<file path="src/rtl/multi_wave_gen_pkg.sv">
// Shared types for the multi-waveform generator.
// - wave_mode_e : selects which waveform the sample output carries.
// - wave_cfg_t  : one complete configuration (tuning word, duty threshold, mode).
//   Step and duty are CFG_PHASE_W bits wide, the widest phase accumulator
//   supported. A narrower generator zero-extends into these fields.
package wave_gen_pkg;

  localparam int CFG_PHASE_W = 16;

  typedef enum logic [1:0] {
    MODE_SQUARE = 2'd0,
    MODE_SAW    = 2'd1,
    MODE_TRI    = 2'd2,
    MODE_OFF    = 2'd3
  } wave_mode_e;

  typedef struct packed {
    logic [CFG_PHASE_W-1:0] step;
    logic [CFG_PHASE_W-1:0] duty;
    wave_mode_e             mode;
  } wave_cfg_t;

endpackage

</file>
<file path="src/rtl/multi_wave_gen_phase.sv">
// Phase accumulator for the waveform generator.
// Ports:
//   clk, rst : clock and synchronous active-high reset
//   ena      : add step to the phase this cycle
//   clr      : force phase to zero (wins over ena)
//   step     : phase increment (tuning word)
//   phase    : registered phase value
//   carry    : combinational, high when this cycle's update overflows;
//              the parent uses it as the period boundary
module phase_accumulator #(
  parameter int PHASE_W = 16
) (
  input  logic               clk,
  input  logic               rst,
  input  logic               ena,
  input  logic               clr,
  input  logic [PHASE_W-1:0] step,
  output logic [PHASE_W-1:0] phase,
  output logic               carry
);

  logic [PHASE_W-1:0] phase_q;
  logic [PHASE_W-1:0] phase_d;
  logic [PHASE_W:0]   sum;

  assign sum   = {1'b0, phase_q} + {1'b0, step};
  assign carry = ena && !clr && !rst && sum[PHASE_W];
  assign phase = phase_q;

  always_comb begin
    phase_d = phase_q;
    if (clr) begin
      phase_d = '0;
    end else if (ena) begin
      phase_d = sum[PHASE_W-1:0];
    end
  end

  always_ff @(posedge clk) begin
    if (rst) begin
      phase_q <= '0;
    end else begin
      phase_q <= phase_d;
    end
  end

endmodule

</file>
<file path="src/rtl/multi_wave_gen.sv">
// Multi-waveform generator: square (programmable duty), sawtooth, triangle.
// A phase accumulator advances by the active tuning word; a new configuration
// offered on the valid/ready port is held as pending and only swapped into
// the active set at a period boundary (carry), on sync, or at once when the
// active step is zero (generator frozen, so no glitch is possible).
// Ports:
//   clk, rst     : clock and synchronous active-high reset
//   ena_i        : advance phase this cycle
//   sync_i       : zero the phase and apply any pending config now
//   cfg_valid_i  : config offer; cfg_ready_o : pending slot is free
//   cfg_step_i   : tuning word; cfg_duty_i : square threshold; cfg_mode_i : wave_mode_e
//   wave_o       : registered sample; sq_o : registered square line
//   wrap_o       : registered one-cycle pulse when the phase carried
module multi_wave_gen
  import wave_gen_pkg::*;
#(
  parameter int PHASE_W = 16,
  parameter int OUT_W   = 8
) (
  input  logic               clk,
  input  logic               rst,
  input  logic               ena_i,
  input  logic               sync_i,
  input  logic               cfg_valid_i,
  output logic               cfg_ready_o,
  input  logic [PHASE_W-1:0] cfg_step_i,
  input  logic [PHASE_W-1:0] cfg_duty_i,
  input  logic [1:0]         cfg_mode_i,
  output logic [OUT_W-1:0]   wave_o,
  output logic               sq_o,
  output logic               wrap_o
);

  if (OUT_W < 1 || OUT_W > PHASE_W - 1) begin : g_badOutW
    $error("multi_wave_gen: OUT_W must satisfy 1 <= OUT_W <= PHASE_W-1");
  end
  if (PHASE_W > CFG_PHASE_W) begin : g_badPhaseW
    $error("multi_wave_gen: PHASE_W exceeds wave_gen_pkg::CFG_PHASE_W");
  end

  wave_cfg_t          activeCfg_q, activeCfg_d;
  wave_cfg_t          pendingCfg_q, pendingCfg_d;
  logic               pendingValid_q, pendingValid_d;
  wave_cfg_t          offerCfg;
  logic               accept;
  logic               apply;
  logic               stepZero;

  logic [PHASE_W-1:0] phase;
  logic               carry;

  logic [OUT_W-1:0]   wave_q, wave_d;
  logic               sq_q, sq_d;
  logic               wrap_q;

  logic [CFG_PHASE_W-1:0] phaseExt;
  logic [OUT_W-1:0]       topBits;
  logic [OUT_W-1:0]       triBits;

  phase_accumulator #(
    .PHASE_W (PHASE_W)
  ) u_phase (
    .clk   (clk),
    .rst   (rst),
    .ena   (ena_i),
    .clr   (sync_i),
    .step  (activeCfg_q.step[PHASE_W-1:0]),
    .phase (phase),
    .carry (carry)
  );

  // Config handshake. Apply only drains a config already pending, so an
  // offer accepted in a carry cycle waits for the following boundary.
  always_comb begin
    offerCfg                   = '0;
    offerCfg.step[PHASE_W-1:0] = cfg_step_i;
    offerCfg.duty[PHASE_W-1:0] = cfg_duty_i;
    offerCfg.mode              = wave_mode_e'(cfg_mode_i);

    stepZero = (activeCfg_q.step == '0);
    accept   = cfg_valid_i && !pendingValid_q;
    apply    = pendingValid_q && (carry || sync_i || stepZero);

    activeCfg_d    = activeCfg_q;
    pendingCfg_d   = pendingCfg_q;
    pendingValid_d = pendingValid_q;

    if (apply) begin
      activeCfg_d    = pendingCfg_q;
      pendingValid_d = 1'b0;
    end
    if (accept) begin
      pendingCfg_d   = offerCfg;
      pendingValid_d = 1'b1;
    end
  end

  // Output decode from the current phase register and active config; the
  // result is registered, giving one cycle of latency from the phase.
  always_comb begin
    phaseExt                = '0;
    phaseExt[PHASE_W-1:0]   = phase;
    topBits                 = phase[PHASE_W-1 -: OUT_W];
    triBits                 = phase[PHASE_W-2 -: OUT_W];

    sq_d   = (phaseExt < activeCfg_q.duty);
    wave_d = '0;
    case (activeCfg_q.mode)
      MODE_SQUARE: wave_d = sq_d ? {OUT_W{1'b1}} : '0;
      MODE_SAW:    wave_d = topBits;
      MODE_TRI:    wave_d = phase[PHASE_W-1] ? ~triBits : triBits;
      default:     wave_d = '0;
    endcase
  end

  always_ff @(posedge clk) begin
    if (rst) begin
      activeCfg_q    <= '{step: '0, duty: '0, mode: MODE_OFF};
      pendingCfg_q   <= '{step: '0, duty: '0, mode: MODE_OFF};
      pendingValid_q <= 1'b0;
      wave_q         <= '0;
      sq_q           <= 1'b0;
      wrap_q         <= 1'b0;
    end else begin
      activeCfg_q    <= activeCfg_d;
      pendingCfg_q   <= pendingCfg_d;
      pendingValid_q <= pendingValid_d;
      wave_q         <= wave_d;
      sq_q           <= sq_d;
      wrap_q         <= carry;
    end
  end

  assign cfg_ready_o = !pendingValid_q;
  assign wave_o      = wave_q;
  assign sq_o        = sq_q;
  assign wrap_o      = wrap_q;

endmodule

</file>
<file path="config.mk">
export PLATFORM = sky130hd
export DESIGN_NAME = multi_wave_gen
export DESIGN_NICKNAME = d
export VERILOG_FILES = /design/src/rtl/multi_wave_gen_pkg.sv /design/src/rtl/multi_wave_gen_phase.sv /design/src/rtl/multi_wave_gen.sv
export SDC_FILE = /design/constraint.sdc
export NUM_CORES = 1
export LEC_CHECK = 0
export ABC_AREA = 1
export CAP_MARGIN = 40
export CORE_ASPECT_RATIO = 0.6
export CORE_MARGIN = 2
export CORE_UTILIZATION = 35
export DETAILED_ROUTE_END_ITERATION = 12
export SLEW_MARGIN = 10
export SYNTH_ARGS = -nofsm -noshare
export SYNTH_HDL_FRONTEND = slang
export SYNTH_SLANG_ARGS = --single-unit
</file>
<file path="constraint.sdc">
create_clock -name clk -period 2 [get_ports clk]
set_clock_uncertainty 0.05 [all_clocks]
set_input_delay 0.4 -clock clk [delete_from_list [all_inputs] [get_ports clk]]
set_output_delay 0.4 -clock clk [all_outputs]
set_load 0.03 [all_outputs]
</file>
== Word level (Yosys, flattened, before mapping) ==
Index checks and enable logic that the tools add are counted.
Operators by class
  bitwise logic cells: 1
  reductions and logical operators: 14
  multiplexer cells: 5
  equality and inequality tests: 2
  $add $sub $neg: 1
  order comparisons: 1
Operator list (count)
  8-bit one-hot mux with 3 select lines: 1
  16-bit by 16-bit adder with 17-bit output: 1
  16-bit logical NOT: 1
  16-bit < comparator: 1
  8-bit 2-to-1 mux: 2
  8-bit NOT: 1
  1-bit logical AND: 5
  1-bit logical NOT: 3
  2-bit by 1-bit == test with 1-bit output (second input constant): 1
  2-bit == test (second input constant): 1
  2-bit logical NOT: 1
  1-bit logical OR: 2
  1-bit 2-to-1 mux: 2
  2-bit nonzero test: 1
  2-bit OR reduction: 1
Storage, ports and cells
  logic and storage cells: 35
  output and inout bits: 11
  bits of input ports: 39
  bits in registers: 95

== Logic depth before layout (Yosys ltp) ==
Gate-level depths: netlist (run 1).
  word-level depth: 9
  gate-level depth with buffers: 14
  mapped depth without buffers: 13

== By module ==
From an unflattened synthesis (run 1), not the netlist that was laid out.
Second synthesis, totals
  cell total of the unflattened synthesis: 717
  area, all modules: 4907.2 um2
By module, submodules not included
  multi_wave_gen: area an instance 3331.9 um2, seq. area each 1581.5 um2, cells an instance 445, instances 1
  phase_accumulator: area an instance 1575.3 um2, seq. area each 320.3 um2, cells an instance 272, instances 1

== Worst setup path after synthesis (run 1) ==
Ideal clock, no wire load.
  path kind: register -> register
  start: reg activeCfg_q[18] (netlist name)
  end: reg activeCfg_q[19] (netlist name)
  setup time: 0.113 ns
  cell stages (with the launch flop): 15
  setup slack: -0.033 ns
  arrival time: 1.870 ns
  path buffers: 2
  data required time: 1.837 ns
  clock period less this slack: 2.033 ns
  cells stage by stage: dfxtp_1 ha_1 fa_1 nand2_1 nand2_1 nand3_1 nand2_1 nand2_1 nand2_1 nand2_2 nand2_4 buf_8 buf_12 a21oi_2 nor2_1
On the way
  longest elaborated chain between the ends: 5
  elaborated cells on any way between the ends: 6
  classes of those cells: 1 x add/sub; 5 x reduce/logical
Ends and longest elaborated chain
  start: declaration: RTL line multi_wave_gen.sv:41  | wave_cfg_t activeCfg_q, activeCfg_d;
  start signal: assignment: RTL line multi_wave_gen.sv:118  | activeCfg_q <= '{step: '0, duty: '0, mode: MODE_OFF};
  start signal: assignment: RTL line multi_wave_gen.sv:125  | activeCfg_q <= activeCfg_d;
  16-bit by 16-bit adder with 17-bit output: RTL line multi_wave_gen_phase.sv:26  | assign sum = {1'b0, phase_q} + {1'b0, step};
  1-bit logical AND: RTL line multi_wave_gen_phase.sv:27  | assign carry = ena && !clr && !rst && sum[PHASE_W];
  1-bit logical OR: RTL line multi_wave_gen.sv:82  | apply = pendingValid_q && (carry || sync_i || stepZero);
  1-bit logical OR *: RTL line multi_wave_gen.sv:82
  1-bit logical AND *: RTL line multi_wave_gen.sv:82
Every way passes the cells marked *; elsewhere a longest branch is shown, timed or not.
A chain may end at the register's enable or synchronous reset.

== Worst setup path after layout (run 1) ==
  start: reg u_phase.phase_q[0] (netlist: u_phase.phase[0])
  end: reg activeCfg_q[14] (netlist name)
On the way
  longest elaborated chain between the ends: 5
Ends and longest elaborated chain
  start: declaration: RTL line multi_wave_gen_phase.sv:22  | logic [PHASE_W-1:0] phase_q;
  start signal: assignment: RTL line multi_wave_gen_phase.sv:43  | phase_q <= phase_d;
  16-bit by 16-bit adder with 17-bit output: RTL line multi_wave_gen_phase.sv:26
  1-bit logical AND: RTL line multi_wave_gen_phase.sv:27
  1-bit logical OR (2 in series): RTL line multi_wave_gen.sv:82
  1-bit logical AND: RTL line multi_wave_gen.sv:82
Every way passes these cells.

==> key figures, run 1 <==
Power
  – Sw Share: 0.299
  – Pwr dens: 802 mW/mm²
  – Maximum vdd drop: 0.393 mV
  – Combinational power share: 0.252
  – Clock Power Share: 0.337
  – Pleak: 0.00295 µW
  – Sw Pwr: 1570 µW
  – Reg power frac: 0.410
  – Power Internal: 3680 µW

Clock network
  – TritonCTS Buffers: 9
  – CTS tree: built
  – Clk pin slew, worst setup/hold paths: 0.07 ns
  – Hold buffers post-CTS: 0
  – CTS sink cnt: 95
  – Worst-skew pair later-pin latency: 0.34 ns
  – Clock root cell: clkbuf_16
  – Clock buffer depth: 2
  – Htree depth: 3

Logic synthesis
  – Post-synthesis sequential element count: 95
  – Mux share of post-synthesis cell area: 0
  – Largest family of logic cells by synthesized area: simple AND/OR/NAND/NOR gates
  – Synth Area per Inst: 7.05 µm²
  – Synthesized instance count: 710
  – FFs w/ async S/R, synth: 0
  – Synth area leader: dfxtp_1
  – Yosys cell types: 29
  – Top_reg_cell synth: dfxtp_1
  – Mapped Area: 0.00501 mm²
  – EDFF count, synth: 0
  – Synth Area in Adders: 0.0815
  – Ranking of synthesized cells by area: dfxtp_1, a21oi_1, nand2_1
  – Synthesized Nets: 781
  – Post-Synth Simple-Gate Area: 0.214
  – Share of the synthesized area in the top cell type: 0.380
  – Synth warn: 0
  – Synth Area in XOR/XNOR: 0.0140
  – Compound-Gate Fraction of Synth Area: 0.196
  – Sequential-to-total area share from yosys stat: 0.380

Setup path
  – Most used cell, CP: nand2_2
  – CP startpoint: u_phase.phase[0]
  – Largest stage delay, worst path: 0.37 ns
  – RR Startpoint: u_phase.phase[0]
  – Cell at the slowest stage of the critical path: fa_2
  – Worst-path fanout max: 6
  – CP arrival: 2.31 ns
  – Worst setup EP type: flop
  – Cell Chain, Critical Path: ha_4, fa_2, nand2_2, nand2_2, nand3_2, nand2_2, nand2_2, nand2_2, nand2_4, nand2_8, clkbuf_16, nand3_1, nand2_1, nor2_1
  – Startpoint Class: flop
  – WS Path Type: flop to flop
  – Critical path required time: 2.22 ns

Global route
  – Vias in the first global route: 4504
  – Total GRT Usage: 0.173
  – Grt total ovfl: 0
  – First-pass GRT wire length: 21300 µm
  – Largest net degree at the start of global routing: 70
  – Number of antenna violations at the first check in global routing: 0

Floorplanning
  – Area of the core: 0.0138 mm²
  – Die W: 158 µm
  – Top Ports: 50
  – Starting Density: 0.362
  – Die area: 0.0153 mm²
  – Die Span Y: 96.7 µm
  – Rows: 33

Placed design
  – Dpl hpwl: 9060 µm
  – PortBufs: 49
  – Placed insts: 951
  – Pre-CTS WS: -0.0786 ns
  – Routability-driven placement congestion ratio: 0.922

Layout
  – Commonest non-fill, non-tap cells in the layout: inv_1, nand2_1, dfxtp_1, a21oi_1, nor2_1
  – Synth-to-layout area growth: 30.8%
  – Final Util: 0.474
  – FF+latch area: 0.00191 mm²
  – Commonest non-fill, non-tap cell in the layout: inv_1
  – Multi-input combinational cell area: 0.00269 mm²
  – Finished Layout Cells: 978
  – Share of cells above drive strength 1: 0.153
  – ANT cells: 0
  – Filler instances: 1359
  – Nets@finish: 852

Timing
  – Slew Viols, Final: 0
  – Tcrit/Tclk final: 1.04
  – RSZ-0062 raised after global routing: true
  – Hold Slack: 0.408 ns
  – Slew Limit Headroom: 0.471
  – Worst Max-Slew Pin Slew: 0.794 ns
  – Final setup vio count: 34
  – Fmax: 0.479 GHz
  – Period minus WS final: 2.09 ns
  – Post-route setup slack: -0.0867 ns
  – Final hold vios: 0

Route
  – Total wire length: 12900 µm
  – Wirelength per Cell: 13.2 µm
  – DR iter-0 viols: 304
  – DRC: 0
  – Initial DRT Pass Iterations: 5
  – Final ANT Viol Nets: 0
  – Vias/cell: 4.79
  – DR vias: 4680

Job
  – Max-cap viol count: 0

Run status
  – Outcome: complete, but fails checks
  – Violated checks: negative setup slack

Hold path
  – Hold WC Path Type: flop to flop
  – Worst hold start: pendingCfg_q[30]
==> registers in the layout, summed over array words and instances, names as in the netlist <==
signal,count
u_phase.phase,16
activeCfg_q,34
wrap_o,1
wave_o,8
pendingCfg_q,34
sq_o,1
pendingValid_q,1
==> worst paths after layout <==
check / end / slack (ns) / depth (start not counted)
hold reg to reg: pendingCfg_q[30] / 0.41 / 2
hold / removal: pendingCfg_q[30] / 0.41 / 2
setup / recovery: activeCfg_q[14] / -0.09 / 14
setup reg to reg: activeCfg_q[14] / -0.09 / 14
==> critical path: cells and delay by family (launching register included) <==
family | cells | cell delay, ns
AND/OR/NAND/NOR | 11 | 0.88
adder cells (fa/ha/maj) | 2 | 0.54
flip-flops | 1 | 0.34
buffers and inverters | 1 | 0.21
==> what timing repair did <==
action / CTS / global route
resized for setup: 15 / 21
cloned: 3 / 4
hold endpoints to repair: 0 / 0
buffers inserted: 2 / 2
endpoints found under the setup margin: 35 / 48
pin swaps: 4 / 18
==> cell usage after synthesis, types with 2 or more instances <==
| master | number |
|---|---|
| a21o_1 | 6 |
| a21oi_1 | 93 |
| a21oi_2 | 17 |
| buf_1 | 6 |
| buf_2 | 8 |
| buf_8 | 2 |
| clkbuf_1 | 20 |
| dfxtp_1 | 95 |
| ha_1 | 31 |
| inv_1 | 102 |
| nand2_1 | 104 |
| nand2_2 | 2 |
| nand3_1 | 62 |
| nand4_1 | 3 |
| nor2_1 | 80 |
| o21ai_0 | 57 |
| o21bai_1 | 2 |
| o22ai_1 | 2 |
| or2_2 | 2 |
| xor2_1 | 7 |
==> layout make-up <==
class | instances | area share
clock buffer | 11 | 0.0371
clock inverter | 5 | 0.00974
inverter | 103 | 0.0590
multi-input combinational | 476 | 0.411
sequential | 95 | 0.291
tap | 192 | 0.0367
timing repair buffer | 96 | 0.155
==> metal layers <==
layer  global-route usage  vias up  part of all wire
li1                     -     2438                 -
met1                0.249     2149              0.53
met2                0.263       81              0.42
met3               0.0358       12             0.039
met4               0.0437        0             0.011
met5                    0        -                 0
==> power by group through the flow <==
stage	Combinational, µW	Clock (µW)	Sequential, µW
2_1_floorplan	760	0	2180
3_5_place_dp	1120	0	2190
6_report	1330	1770	2160
5_1_grt	1480	1890	2170
4_1_cts	1230	1820	2150
3_3_place_gp	1100	0	2180
==> through the flow <==
| stage | area, µm² | TNS (ns) | total power [µW] |
|---|---|---|---|
| 6_report | 6550 | -1.31 | 5250 |
| 5_1_grt | 6550 | -6.07 | 5540 |
| 4_1_cts | 6360 | -0.527 | 5200 |
| 3_5_place_dp | 5900 | -1.70 | 3310 |
| 3_3_place_gp | 5900 | -0.180 | 3280 |
| 2_1_floorplan | 5010 | 0 | 2940 |
==> cells by family (layout without fill, tap and decap cells) <==
logic type | count (synthesis) | count (layout)
XOR/XNOR | 8 | 8
AND/OR/NAND/NOR | 257 | 258
buffers and inverters | 140 | 215
flip-flops | 95 | 95
adder cells (fa/ha/maj) | 32 | 32
AO/OA/AOI/OAI | 178 | 178
No activity file was read; power rests on OpenSTA's default activity.
==> inputs of run 2 (changes only) <==
--- a/config.mk
+++ b/config.mk
@@ -15,3 +15,4 @@
 export SYNTH_ARGS = -nofsm -noshare
 export SYNTH_HDL_FRONTEND = slang
 export SYNTH_SLANG_ARGS = --single-unit
+export TNS_END_PERCENT = 1
==> run 2 against run 1 <==
  * The run still ends with negative setup slack left
  * Sequential share of layout area increased by 0.43 points
  * Wire length decreased by 0.63%
  * Via count decreased by 1.0%
  * Maximum frequency increased by 0.82%
  * Setup slack improved by 0.017 ns
  * Non-clock buffer count decreased by 3
  * Clock power about the same
  * Critical endpoint unchanged
  * Largest power group unchanged
==> key figures, run 2 (synthesized netlist as in run 1, its figures left out) <==
Run status
  – Outcome: complete, but fails checks
  – Violated checks: negative setup slack

Global route
  – Total GRT Usage: 0.168 (-0.00521)
  – Largest net degree at the start of global routing: 70 (unchanged)
  – Number of antenna violations at the first check in global routing: 0 (unchanged)
  – First-pass GRT wire length: 20700 µm (-2.7%)
  – Grt total ovfl: 0 (unchanged)
  – Vias in the first global route: 4436 (-1.5%)

Setup path
  – Critical path required time: 2.19 ns (-0.03 ns)
  – WS Path Type: flop to flop
  – RR Startpoint: activeCfg_q[18]
  – Startpoint Class: flop
  – CP startpoint: activeCfg_q[18]
  – Worst setup EP type: flop
  – Worst-path fanout max: 6 (unchanged)
  – CP arrival: 2.26 ns (-0.05 ns)

Route
  – Initial DRT Pass Iterations: 5 (unchanged)
  – Vias/cell: 4.75 (-0.74%)
  – Total wire length: 12900 µm (-0.63%)
  – Final ANT Viol Nets: 0 (unchanged)
  – DR iter-0 viols: 248 (-18%)
  – DR vias: 4631 (-1.0%)
  – Wirelength per Cell: 13.2 µm (-0.32%)
  – DRC: 0 (unchanged)

Timing
  – Final hold vios: 0 (unchanged)
  – Period minus WS final: 2.07 ns (-0.0170 ns)
  – Fmax: 0.483 GHz (+0.82%)
  – Slew Limit Headroom: 0.465 (-0.00529)
  – Setup Total Neg Slack: -1.19 ns (+0.124 ns)
  – Hold Slack: 0.404 ns (-0.00401 ns)
  – Final setup vio count: 34 (unchanged)
  – RSZ-0062 raised after global routing: true
  – Post-route setup slack: -0.0697 ns (+0.0170 ns)
  – Worst Max-Slew Pin Slew: 0.802 ns (+0.00793 ns)
  – Tcrit/Tclk final: 1.03 (-0.00850)
  – Slew Viols, Final: 0 (unchanged)

Clock network
  – Htree depth: 3 (unchanged)
  – CTS tree: built
  – Worst-skew pair later-pin latency: 0.34 ns (about the same)
  – Hold buffers post-CTS: 0 (unchanged)
  – TritonCTS Buffers: 9 (unchanged)
  – Clock buffer depth: 2 (unchanged)
  – Clk pin slew, worst setup/hold paths: 0.07 ns (about the same)
  – CTS sink cnt: 95 (unchanged)
  – Clock root cell: clkbuf_16

Power
  – Pwr dens: 805 mW/mm² (+0.41%)
  – Maximum vdd drop: 0.397 mV (+1.3%)
  – Pleak: 0.00292 µW (-1.2%)
  – Pwr Total: 5190 µW (-1.1%)

Job
  – Max-cap viol count: 0 (unchanged)

Floorplanning
  – Area of the core: 0.0138 mm² (unchanged)
  – Die area: 0.0153 mm² (unchanged)
  – Starting Density: 0.362 (unchanged)
  – Rows: 33 (unchanged)
  – Die W: 158 µm (unchanged)
  – Die Span Y: 96.7 µm (unchanged)
  – Top Ports: 50 (unchanged)

Layout
  – Commonest non-fill, non-tap cells in the layout: inv_1, nand2_1, dfxtp_1, a21oi_1, nor2_1
  – ANT cells: 0 (unchanged)
  – Synth-to-layout area growth: 28.8%
  – Final Util: 0.466 (-0.00715)
  – Nets@finish: 849 (-0.35%)
  – Share of cells above drive strength 1: 0.143 (-0.00963)
  – Finished Layout Cells: 975 (-0.31%)
  – Commonest non-fill, non-tap cell in the layout: inv_1

Placed design
  – Placed insts: 951 (unchanged)
  – PortBufs: 49 (unchanged)
  – Routability-driven placement congestion ratio: 0.922 (unchanged)
  – Dpl hpwl: 9060 µm (unchanged)

Hold path
  – Worst hold start: pendingCfg_q[30]
  – Hold WC Path Type: flop to flop
## run 2: worst paths after layout
kind                      end  slack [ns]  cells past startpoint
max reg2reg   activeCfg_q[14]       -0.07                     13
min reg2reg  pendingCfg_q[30]        0.40                      2
min          pendingCfg_q[30]        0.40                      2
max           activeCfg_q[14]       -0.07                     13
## run 2: area by class of cell
type	instances	area (µm²)
multi-input combinational	476	2670
clock buffer	11	243
clock inverter	5	63.8
tap	192	240
inverter	103	387
fill	1379	7380
timing repair buffer	93	943
sequential	95	1910
## run 2: stage by stage
| stage | setup WS [ns] | cell area [µm²] |
|---|---|---|
| floorplan | 0.0157 | 5010 |
| global placement | -0.0378 | 5900 |
| detailed placement | -0.0786 | 5900 |
| CTS | -0.000742 | 6240 |
| global route | -0.160 | 6450 |
| finish | -0.0697 | 6450 |
## run 2: where the power goes
group / switching, µW / internal, µW / leakage, µW
logic: 704 / 566 / 0.00199
clock network: 756 / 1020 / 0.000147
registers: 101 / 2050 / 0.000783
total: 1560 / 3630 / 0.00292
## run 2: worst max-delay path, stage by stage (launching register included)
cell	delay [ns]
dfxtp_2	0.34
ha_4	0.16
fa_2	0.37
nand2_2	0.08
nand2_2	0.07
nand3_2	0.08
nand2_2	0.07
nand2_2	0.07
nand2_2	0.06
nand2_4	0.11
nand2_8	0.10
clkbuf_16	0.20
a21oi_1	0.12
nor2_1	0.07
## run 2: layer usage
layer,track usage,vias to the layer above,wire (µm)
met5,0,-,0
met4,0.0430,0,132
met3,0.0358,10,585
met2,0.255,99,5350
met1,0.240,2094,6780
li1,-,2428,-
## run 2: what timing repair did
| item | in CTS | in global routing |
|---|---|---|
| endpoints found under the setup margin | 35 | 48 |
| gates cloned | 0 | 6 |
| resized for setup | 9 | 19 |
| setup buffers | 0 | 2 |
| pin swaps | 0 | 7 |
